$ cat src/rtl/serial_comparator_nbit_pkg.sv
// Shared types and helpers for the serial MSB-first comparator.
package cmp_pkg;

    typedef enum logic [1:0] {
        IDLE = 2'd0,
        SCAN = 2'd1,
        DONE = 2'd2
    } cmp_state_t;

    typedef struct packed {
        logic eq;
        logic gt;
        logic lt;
    } cmp_result_t;

    // Width of a counter that must hold 0..n-1; never narrower than one bit.
    function automatic int cnt_width(input int n);
        return (n <= 2) ? 1 : $clog2(n);
    endfunction

endpackage

$ cat src/rtl/serial_comparator_nbit_digit_cmp.sv
// Combinational DIGIT-bit unsigned magnitude compare, built as a per-bit
// equal/greater cascade rippling from the LSB up to the MSB.
module digit_cmp #(
    parameter int DIGIT = 2
) (
    input  logic [DIGIT-1:0] x,
    input  logic [DIGIT-1:0] y,
    output logic             d_eq,
    output logic             d_gt
);

    logic [DIGIT-1:0] bit_eq;
    logic [DIGIT-1:0] bit_gt;

    // Per-bit xnor / greater terms, then the cascade: a higher bit that is
    // equal passes the lower-order verdict through, otherwise it decides.
    always_comb begin
        logic gt_acc;
        logic eq_acc;
        gt_acc = 1'b0;
        eq_acc = 1'b1;
        for (int i = 0; i < DIGIT; i++) begin
            bit_eq[i] = ~(x[i] ^ y[i]);
            bit_gt[i] = x[i] & ~y[i];
            gt_acc    = bit_gt[i] | (bit_eq[i] & gt_acc);
            eq_acc    = eq_acc & bit_eq[i];
        end
        d_eq = eq_acc;
        d_gt = gt_acc;
    end

endmodule

$ cat src/rtl/serial_comparator_nbit.sv
// Serial MSB-first comparator: examines DIGIT bits per clock and stops at the
// first differing digit. Signed operands are handled by flipping the MSBs.
//
// state | meaning
// ------+--------------------------------------------------------------
// IDLE  | waiting for start; last result held on eq/gt/lt
// SCAN  | comparing digit cnt_q of the shifted operands, busy=1
// DONE  | one-cycle done pulse; a new start is accepted here as well
module serial_comparator_nbit
    import cmp_pkg::*;
#(
    parameter int WIDTH = 8,
    parameter int DIGIT = 2
) (
    input  logic             clk,
    input  logic             rst_n,
    input  logic             start,
    input  logic             signed_mode,
    input  logic [WIDTH-1:0] a,
    input  logic [WIDTH-1:0] b,
    input  logic             abort,
    output logic             busy,
    output logic             done,
    output logic             eq,
    output logic             gt,
    output logic             lt
);

    localparam int NDIG = WIDTH / DIGIT;
    localparam int CW   = cnt_width(NDIG);
    localparam logic [CW-1:0] LAST = CW'(NDIG - 1);

    cmp_state_t  state_q, state_d;
    logic [WIDTH-1:0] a_sh_q, a_sh_d;
    logic [WIDTH-1:0] b_sh_q, b_sh_d;
    logic [CW-1:0]    cnt_q, cnt_d;
    logic             busy_q, busy_d;
    logic             done_q, done_d;
    cmp_result_t      res_q, res_d;

    logic d_eq;
    logic d_gt;

    digit_cmp #(.DIGIT(DIGIT)) u_digit_cmp (
        .x    (a_sh_q[WIDTH-1 -: DIGIT]),
        .y    (b_sh_q[WIDTH-1 -: DIGIT]),
        .d_eq (d_eq),
        .d_gt (d_gt)
    );

    // Next-state, datapath and output-flop inputs.
    always_comb begin
        state_d = state_q;
        a_sh_d  = a_sh_q;
        b_sh_d  = b_sh_q;
        cnt_d   = cnt_q;
        busy_d  = busy_q;
        done_d  = 1'b0;
        res_d   = res_q;
        case (state_q)
            IDLE, DONE: begin
                // abort in the same cycle drops the request
                if (start && !abort) begin
                    a_sh_d  = signed_mode ? {~a[WIDTH-1], a[WIDTH-2:0]} : a;
                    b_sh_d  = signed_mode ? {~b[WIDTH-1], b[WIDTH-2:0]} : b;
                    cnt_d   = '0;
                    res_d   = '0;
                    busy_d  = 1'b1;
                    state_d = SCAN;
                end else begin
                    busy_d  = 1'b0;
                    state_d = IDLE;
                end
            end
            SCAN: begin
                if (abort) begin
                    res_d   = '0;
                    busy_d  = 1'b0;
                    state_d = IDLE;
                end else if (!d_eq) begin
                    res_d.gt = d_gt;
                    res_d.lt = ~d_gt;
                    done_d   = 1'b1;
                    busy_d   = 1'b0;
                    state_d  = DONE;
                end else if (cnt_q == LAST) begin
                    res_d.eq = 1'b1;
                    done_d   = 1'b1;
                    busy_d   = 1'b0;
                    state_d  = DONE;
                end else begin
                    a_sh_d = a_sh_q << DIGIT;
                    b_sh_d = b_sh_q << DIGIT;
                    cnt_d  = cnt_q + 1'b1;
                end
            end
            default: begin
                busy_d  = 1'b0;
                state_d = IDLE;
            end
        endcase
    end

    // State and datapath registers with synchronous active-low reset.
    always_ff @(posedge clk) begin
        if (!rst_n) begin
            state_q <= IDLE;
            a_sh_q  <= '0;
            b_sh_q  <= '0;
            cnt_q   <= '0;
            busy_q  <= 1'b0;
            done_q  <= 1'b0;
            res_q   <= '0;
        end else begin
            state_q <= state_d;
            a_sh_q  <= a_sh_d;
            b_sh_q  <= b_sh_d;
            cnt_q   <= cnt_d;
            busy_q  <= busy_d;
            done_q  <= done_d;
            res_q   <= res_d;
        end
    end

    assign busy = busy_q;
    assign done = done_q;
    assign eq   = res_q.eq;
    assign gt   = res_q.gt;
    assign lt   = res_q.lt;

endmodule

$ cat config.mk
export PLATFORM = sky130hd
export DESIGN_NAME = serial_comparator_nbit
export DESIGN_NICKNAME = d
export VERILOG_FILES = /design/src/rtl/serial_comparator_nbit_pkg.sv /design/src/rtl/serial_comparator_nbit_digit_cmp.sv /design/src/rtl/serial_comparator_nbit.sv
export SDC_FILE = /design/constraint.sdc
export NUM_CORES = 1
export LEC_CHECK = 0
export ABC_AREA = 1
export BUFFER_PORTS_ARGS = -buffer_cell sky130_fd_sc_hd__buf_2
export CAP_MARGIN = 10
export CORE_ASPECT_RATIO = 0.75
export CORE_MARGIN = 2
export CORE_UTILIZATION = 35
export DETAILED_ROUTE_END_ITERATION = 16
export PLACE_DENSITY_LB_ADDON = 0.08
export SETUP_SLACK_MARGIN = 0.4
export SLEW_MARGIN = 10
export SYNTH_ARGS = -nofsm -noshare
export SYNTH_HDL_FRONTEND = slang
export SYNTH_SLANG_ARGS = --single-unit
$ cat constraint.sdc
create_clock -name clk -period 1.8 [get_ports clk]
set_input_delay 0.36 -clock clk [delete_from_list [all_inputs] [get_ports clk]]
set_output_delay 0.36 -clock clk [all_outputs]
set_load 0.01 [all_outputs]
* Word level (Yosys, flattened, before mapping)
Cells that the tools add are included.
** Cells by class
- Add/subtract/negate cells :: 1
- Eq/ne operators :: 11
- Muxes and demuxes :: 35
- Bitwise logic cells :: 16
- Reductions and logical operators :: 9
** Operator list (number)
- $mux 8 :: 10
- $pmux 8 s2 :: 2
- $mux 2 :: 8
- $mux 1 :: 9
- $ne 3x3->1 const B :: 3
- $not 1->1 :: 9
- $ne 2x2->1 const B :: 4
- $pmux 2 s2 :: 2
- $mux 3 :: 2
- $pmux 3 s2 :: 1
- $reduce_and 5->1 :: 1
- $and 1x1->1 :: 4
- $eq 2x2->1 const B :: 2
- $ne 4x4->1 const B :: 1
- $reduce_and 4->1 :: 1
- $reduce_and 3->1 :: 1
- $reduce_or 3->1 :: 1
- $add 2x1->2 const B :: 1
- $eq 2x1->1 const B :: 1
- $logic_not 2->1 :: 1
- $pmux 1 s2 :: 1
- $reduce_bool 2->1 :: 1
- $reduce_or 2->1 :: 1
- $xor 1x1->1 :: 2
- other kinds (3) :: 3
** Word-level totals
- Bits in registers :: 25
- Input bits :: 21
- Output and inout bits :: 5
- Word-level logic and storage cells :: 81

* Longest topological paths before layout
- Word-level depth :: 8
- Depth in mapped cells :: 9
- Depth with buffers taken out :: 9

* Cells and area by module
Synthesis repeated with hierarchy kept, for this count alone.
** Unflattened totals
- Cells, all modules :: 207
- Area total of the unflattened synthesis :: 1370.1 um^2
** Modules (own cells, without submodules)
- serial_comparator_nbit :: times used 1, cells an instance 198, area each 1318.8 um^2
- digit_cmp :: times used 1, cells an instance 9, area each 51.3 um^2

* Worst setup path before layout
Ideal clock, no wire load.
- Kind :: register to register
- Start :: register b_sh_q[7]
- End :: register b_sh_q[4]
- Library setup time :: 64 ps
- Arrival time :: 1304 ps
- Path slack :: 432 ps
- Cell stages (with the launch flop) :: 10
- Clock period less this slack :: 1368 ps
- Cell sequence :: dfxtp_1 -> inv_1 -> ha_1 -> nand2_1 -> nor2_2 -> nand2_2 -> buf_6 -> nand3_1 -> nand2_1 -> nor2_1
** Between the ends
- Cells in the longest elaborated chain, start to end :: 5
** Ends and longest elaborated chain
- start: declaration :: line serial_comparator_nbit.sv:35 : logic [WIDTH-1:0] b_sh_q, b_sh_d;
- start signal: assignment :: line serial_comparator_nbit.sv:117 : b_sh_q <= b_sh_d;
- $xor 1x1->1 :: line serial_comparator_nbit_digit_cmp.sv:23 : bit_eq[i] = ~(x[i] ^ y[i]);
- $not 1->1 :: line serial_comparator_nbit_digit_cmp.sv:23
- $and 1x1->1 :: line serial_comparator_nbit_digit_cmp.sv:26 : eq_acc = eq_acc & bit_eq[i];
- $ne 2x2->1 (no source line)
- $reduce_and 5->1 (no source line)
No other way between the ends.
A chain may end at the register's enable or synchronous reset.

* Worst setup path in the final report
- Start :: register b_sh_q[6]
- End :: register b_sh_q[5]
The elaborated chain is that of the path after synthesis.

==> flow_metrics.py <==
metrics = {
    "run_status": {
        "status": "complete, no violations",
    },
    "worst_hold_path": {
        "worst_hold_path_type": "in2reg",
    },
    "route": {
        "routed_wire_length_per_instance_um": 11.4,
        "num_vias": 1334,
        "drtAntennaViolNets": 0,
        "drt_pass1_iterations": 4,
        "drt-initial-drc-count": 67,
        "avgViaCountPerCell": 4.65,
        "wirelength_um": 3290,
        "drt_drc_violations_left": 0,
    },
    "finish": {
        "fillerInstances": 397,
        "layout_common_cells": "nand2_1 (48), nor2_1 (33), buf_2 (25)",
        "final_area_um2": 1770,
        "nNetsFinal": 260,
        "drive_above_1_share_pct": 32.3,
        "final_common_cell": "nand2_1",
        "synthToLayoutAreaGrowth_pct": 33.5,
        "antenna_cells": 0,
    },
    "timing": {
        "timing.final.hold_violations": 0,
        "maxSlewViolCount": 0,
        "timing.final.setup_violations": 0,
        "fin_ws_ns": 0.386,
        "rsz0062_at_grt": "yes",
        "min_cycle_time_layout_ns": 1.41,
        "maximum_achievable_frequency_mhz": 707,
        "actual_slew_at_the_worst_max_slew_pin_ns": 0.356,
        "slew-limit-headroom_pct": 76.0,
        "final.setup.tns_ns": 0,
        "final_min_period_over_clock_period_pct": 78.6,
        "finClkSkew_ns": 0.00470,
    },
    "floorplan": {
        "starting_density_pct": 36.4,
        "ios": 26,
        "core_region_area_um2": 3640,
        "design.die.area_um2": 4300,
        "num_rows": 19,
        "floorplan.die.width_um": 75.0,
        "floorplan.die.height_um": 57.3,
    },
    "synthesis": {
        "synthCells": 203,
        "post_synth_num_cell_types": 21,
        "yosys.area_share.adder_pct": 2.84,
        "synth_area_um2": 1320,
        "largest_family_of_logic_cells_by_synthesized_area": "simple AND/OR/NAND/NOR gates",
        "syn-num-nets": 227,
        "post_synth_xor_area_fraction_pct": 0,
        "synthSimpleGateAreaFrac_pct": 43.2,
        "number_of_warnings_reported_in_the_yosys_synthesis_log": 0,
        "muxShareOfSynthArea_pct": 0,
        "syn_avg_cell_area_um2": 6.52,
        "synth_seq_area_share_pct": 37.8,
        "synth-seq-cells": 25,
        "synth_compound_area_share_pct": 5.67,
    },
    "worst_setup_path": {
        "critical_path_required_ns": 1.97,
        "cpMaxStageDelayCell": "dfxtp_2",
        "startpoint_type": "flip-flop",
        "critical_path_arrival_ns": 1.59,
        "worst-setup-path-type": "reg2reg",
        "critical_path.top_delay_family": "simple AND/OR/NAND/NOR gates",
        "cpPeakStageDelay_ns": 0.33,
        "timing.critical_path.to_type": "flip-flop",
        "critical_path_peak_fanout": 7,
        "worstPathCellList": "inv_2 -> ha_4 -> nand3b_1 -> nor2_4 -> nor2_4 -> clkbuf_16 -> nor2_1 -> nor2_1",
        "cp_num_buf_inv": 2,
    },
    "global_routing": {
        "grt.total_usage_pct": 16.2,
        "grt_overflow_total": 0,
        "antenna_found_initial": 0,
        "grt_pass1_vias": 1247,
        "pin_count_of_the_biggest_net_entering_global_routing": 18,
        "grt_first_pass_wirelength_um": 5460,
    },
    "placed_design": {
        "gp_congestion": 0.818,
        "dpl_worst_slack_ns": 0.155,
        "post-dp-hpwl_um": 2090,
        "dpl-instance-area_um2": 1500,
        "portBuffers": 25,
    },
    "pwr": {
        "p_int_mw": 0.920,
        "netSwitchingFraction_pct": 30.5,
        "power.share.combinational_pct": 28.2,
        "p_leak_nw": 0.866,
        "power_frac_seq_pct": 46.2,
        "clockPowerShare_pct": 25.6,
        "power.net_switching_mw": 0.404,
        "p_per_area_nw_per_um2": 749,
        "ir_worst_vdd_mv": 0.348,
    },
    "cts": {
        "cts-buffers-inserted": 3,
        "clock_sink_count": 25,
        "cts_tree": "yes",
        "ctsLongestPathBuffers": 2,
        "cts.clk_slew.worst_paths_ns": 0.09,
        "clock_tree.htree_level_count": 1,
        "insertion_delay_ns": 0.27,
        "ctsRootBufferMaster": "clkbuf_8",
    },
    "run": {
        "max-cap-violations": 0,
    },
}
-- kinds of logic (layout without fill, tap and decap cells) --
| family | after synthesis | after routing |
|---|---|---|
| flops | 25 | 25 |
| buf+inv | 31 | 62 |
| compound gates | 15 | 15 |
| simple gates | 129 | 130 |
| fa+ha+maj | 3 | 3 |
-- final cells by class --
class,instances,area (um^2),area share [%]
clock buffer,4,45.0,2.55
tap,52,65.1,3.68
inverter,23,86.3,4.89
sequential,25,505,28.6
timing repair buffer,35,243,13.7
multi-input combinational,148,822,46.5
-- layer usage --
layer	up-vias	wire (um)	GRT usage, %
met5	-	0	0
met4	0	16	2.81
met3	2	121	4.24
met2	26	1550	26.8
met1	613	1590	21.5
li1	693	-	-
-- power groups by stage --
stage          sequential (mW)  combinational (mW)  clock, mW
6_report                 0.611               0.374      0.339
5_1_grt                  0.616               0.417      0.379
4_1_cts                  0.609               0.315      0.350
3_5_place_dp             0.620               0.262          0
3_3_place_gp             0.618               0.256          0
2_1_floorplan            0.620               0.192          0
-- sequential cells by signal, summed over array words and instances (netlist names) --
signal,flops
a_sh_q,8
b_sh_q,8
cnt_q,2
state_q,2
busy,1
done,1
eq,1
gt,1
lt,1
-- Yosys cell counts --
master | instances | share of area (%)
a21oi_1 | 5 | 1.9
buf_2 | 3 | 1.1
buf_4 | 1 | 0.57
buf_6 | 2 | 1.7
clkbuf_1 | 2 | 0.57
dfxtp_1 | 25 | 38
ha_1 | 3 | 2.8
inv_1 | 20 | 5.7
inv_2 | 3 | 0.85
nand2_1 | 52 | 15
nand2_2 | 2 | 0.95
nand2_4 | 1 | 0.85
nand3_1 | 21 | 7.9
nand3b_1 | 2 | 1.1
nand4_1 | 1 | 0.47
nor2_1 | 43 | 12
nor2_2 | 2 | 0.95
nor2_4 | 2 | 1.7
nor2_8 | 1 | 1.5
nor3_1 | 2 | 0.76
o21ai_0 | 10 | 3.8
-- tightest hold or removal path: stages --
cell and delay (ns):
buf_2 0.15, nand2_1 0.08, nor2_1 0.03
-- worst paths after layout --
path	startpoint	end	slack [ns]	cells after the start
hold / removal	rst_n	b_sh_q[1]$_SDFFE_PN0P_	0.39	3
setup reg to reg	b_sh_q[6]$_SDFFE_PN0P_	b_sh_q[5]$_SDFFE_PN0P_	0.39	8
hold reg to reg	eq$_SDFFE_PN0P_	eq$_SDFFE_PN0P_	0.46	2
setup / recovery	b_sh_q[6]$_SDFFE_PN0P_	b_sh_q[5]$_SDFFE_PN0P_	0.39	8
-- repair_timing --
action / CTS / global route
pin swaps: 4 / 10
gates resized for setup: 8 / 28
cloned: 1 / 1
hold buffers: 0 / 0
buffers inserted: 4 / 2
hold endpoints to repair: 0 / 0
endpoints found under the setup margin: 20 / 20
-- stage by stage --
step | hold slack, ns | instances | utilization (%) | power, mW
after floorplan | 0.455 | 203 | - | 0.812
after global placement | 0.450 | 275 | 41.1 | 0.874
after detailed placement | 0.455 | 275 | 41.1 | 0.882
after CTS | 0.386 | 284 | 45.0 | 1.27
after global routing | 0.391 | 287 | 48.6 | 1.41
final | 0.393 | 287 | 48.6 | 1.32
No activity file was read; power rests on OpenSTA's default activity.
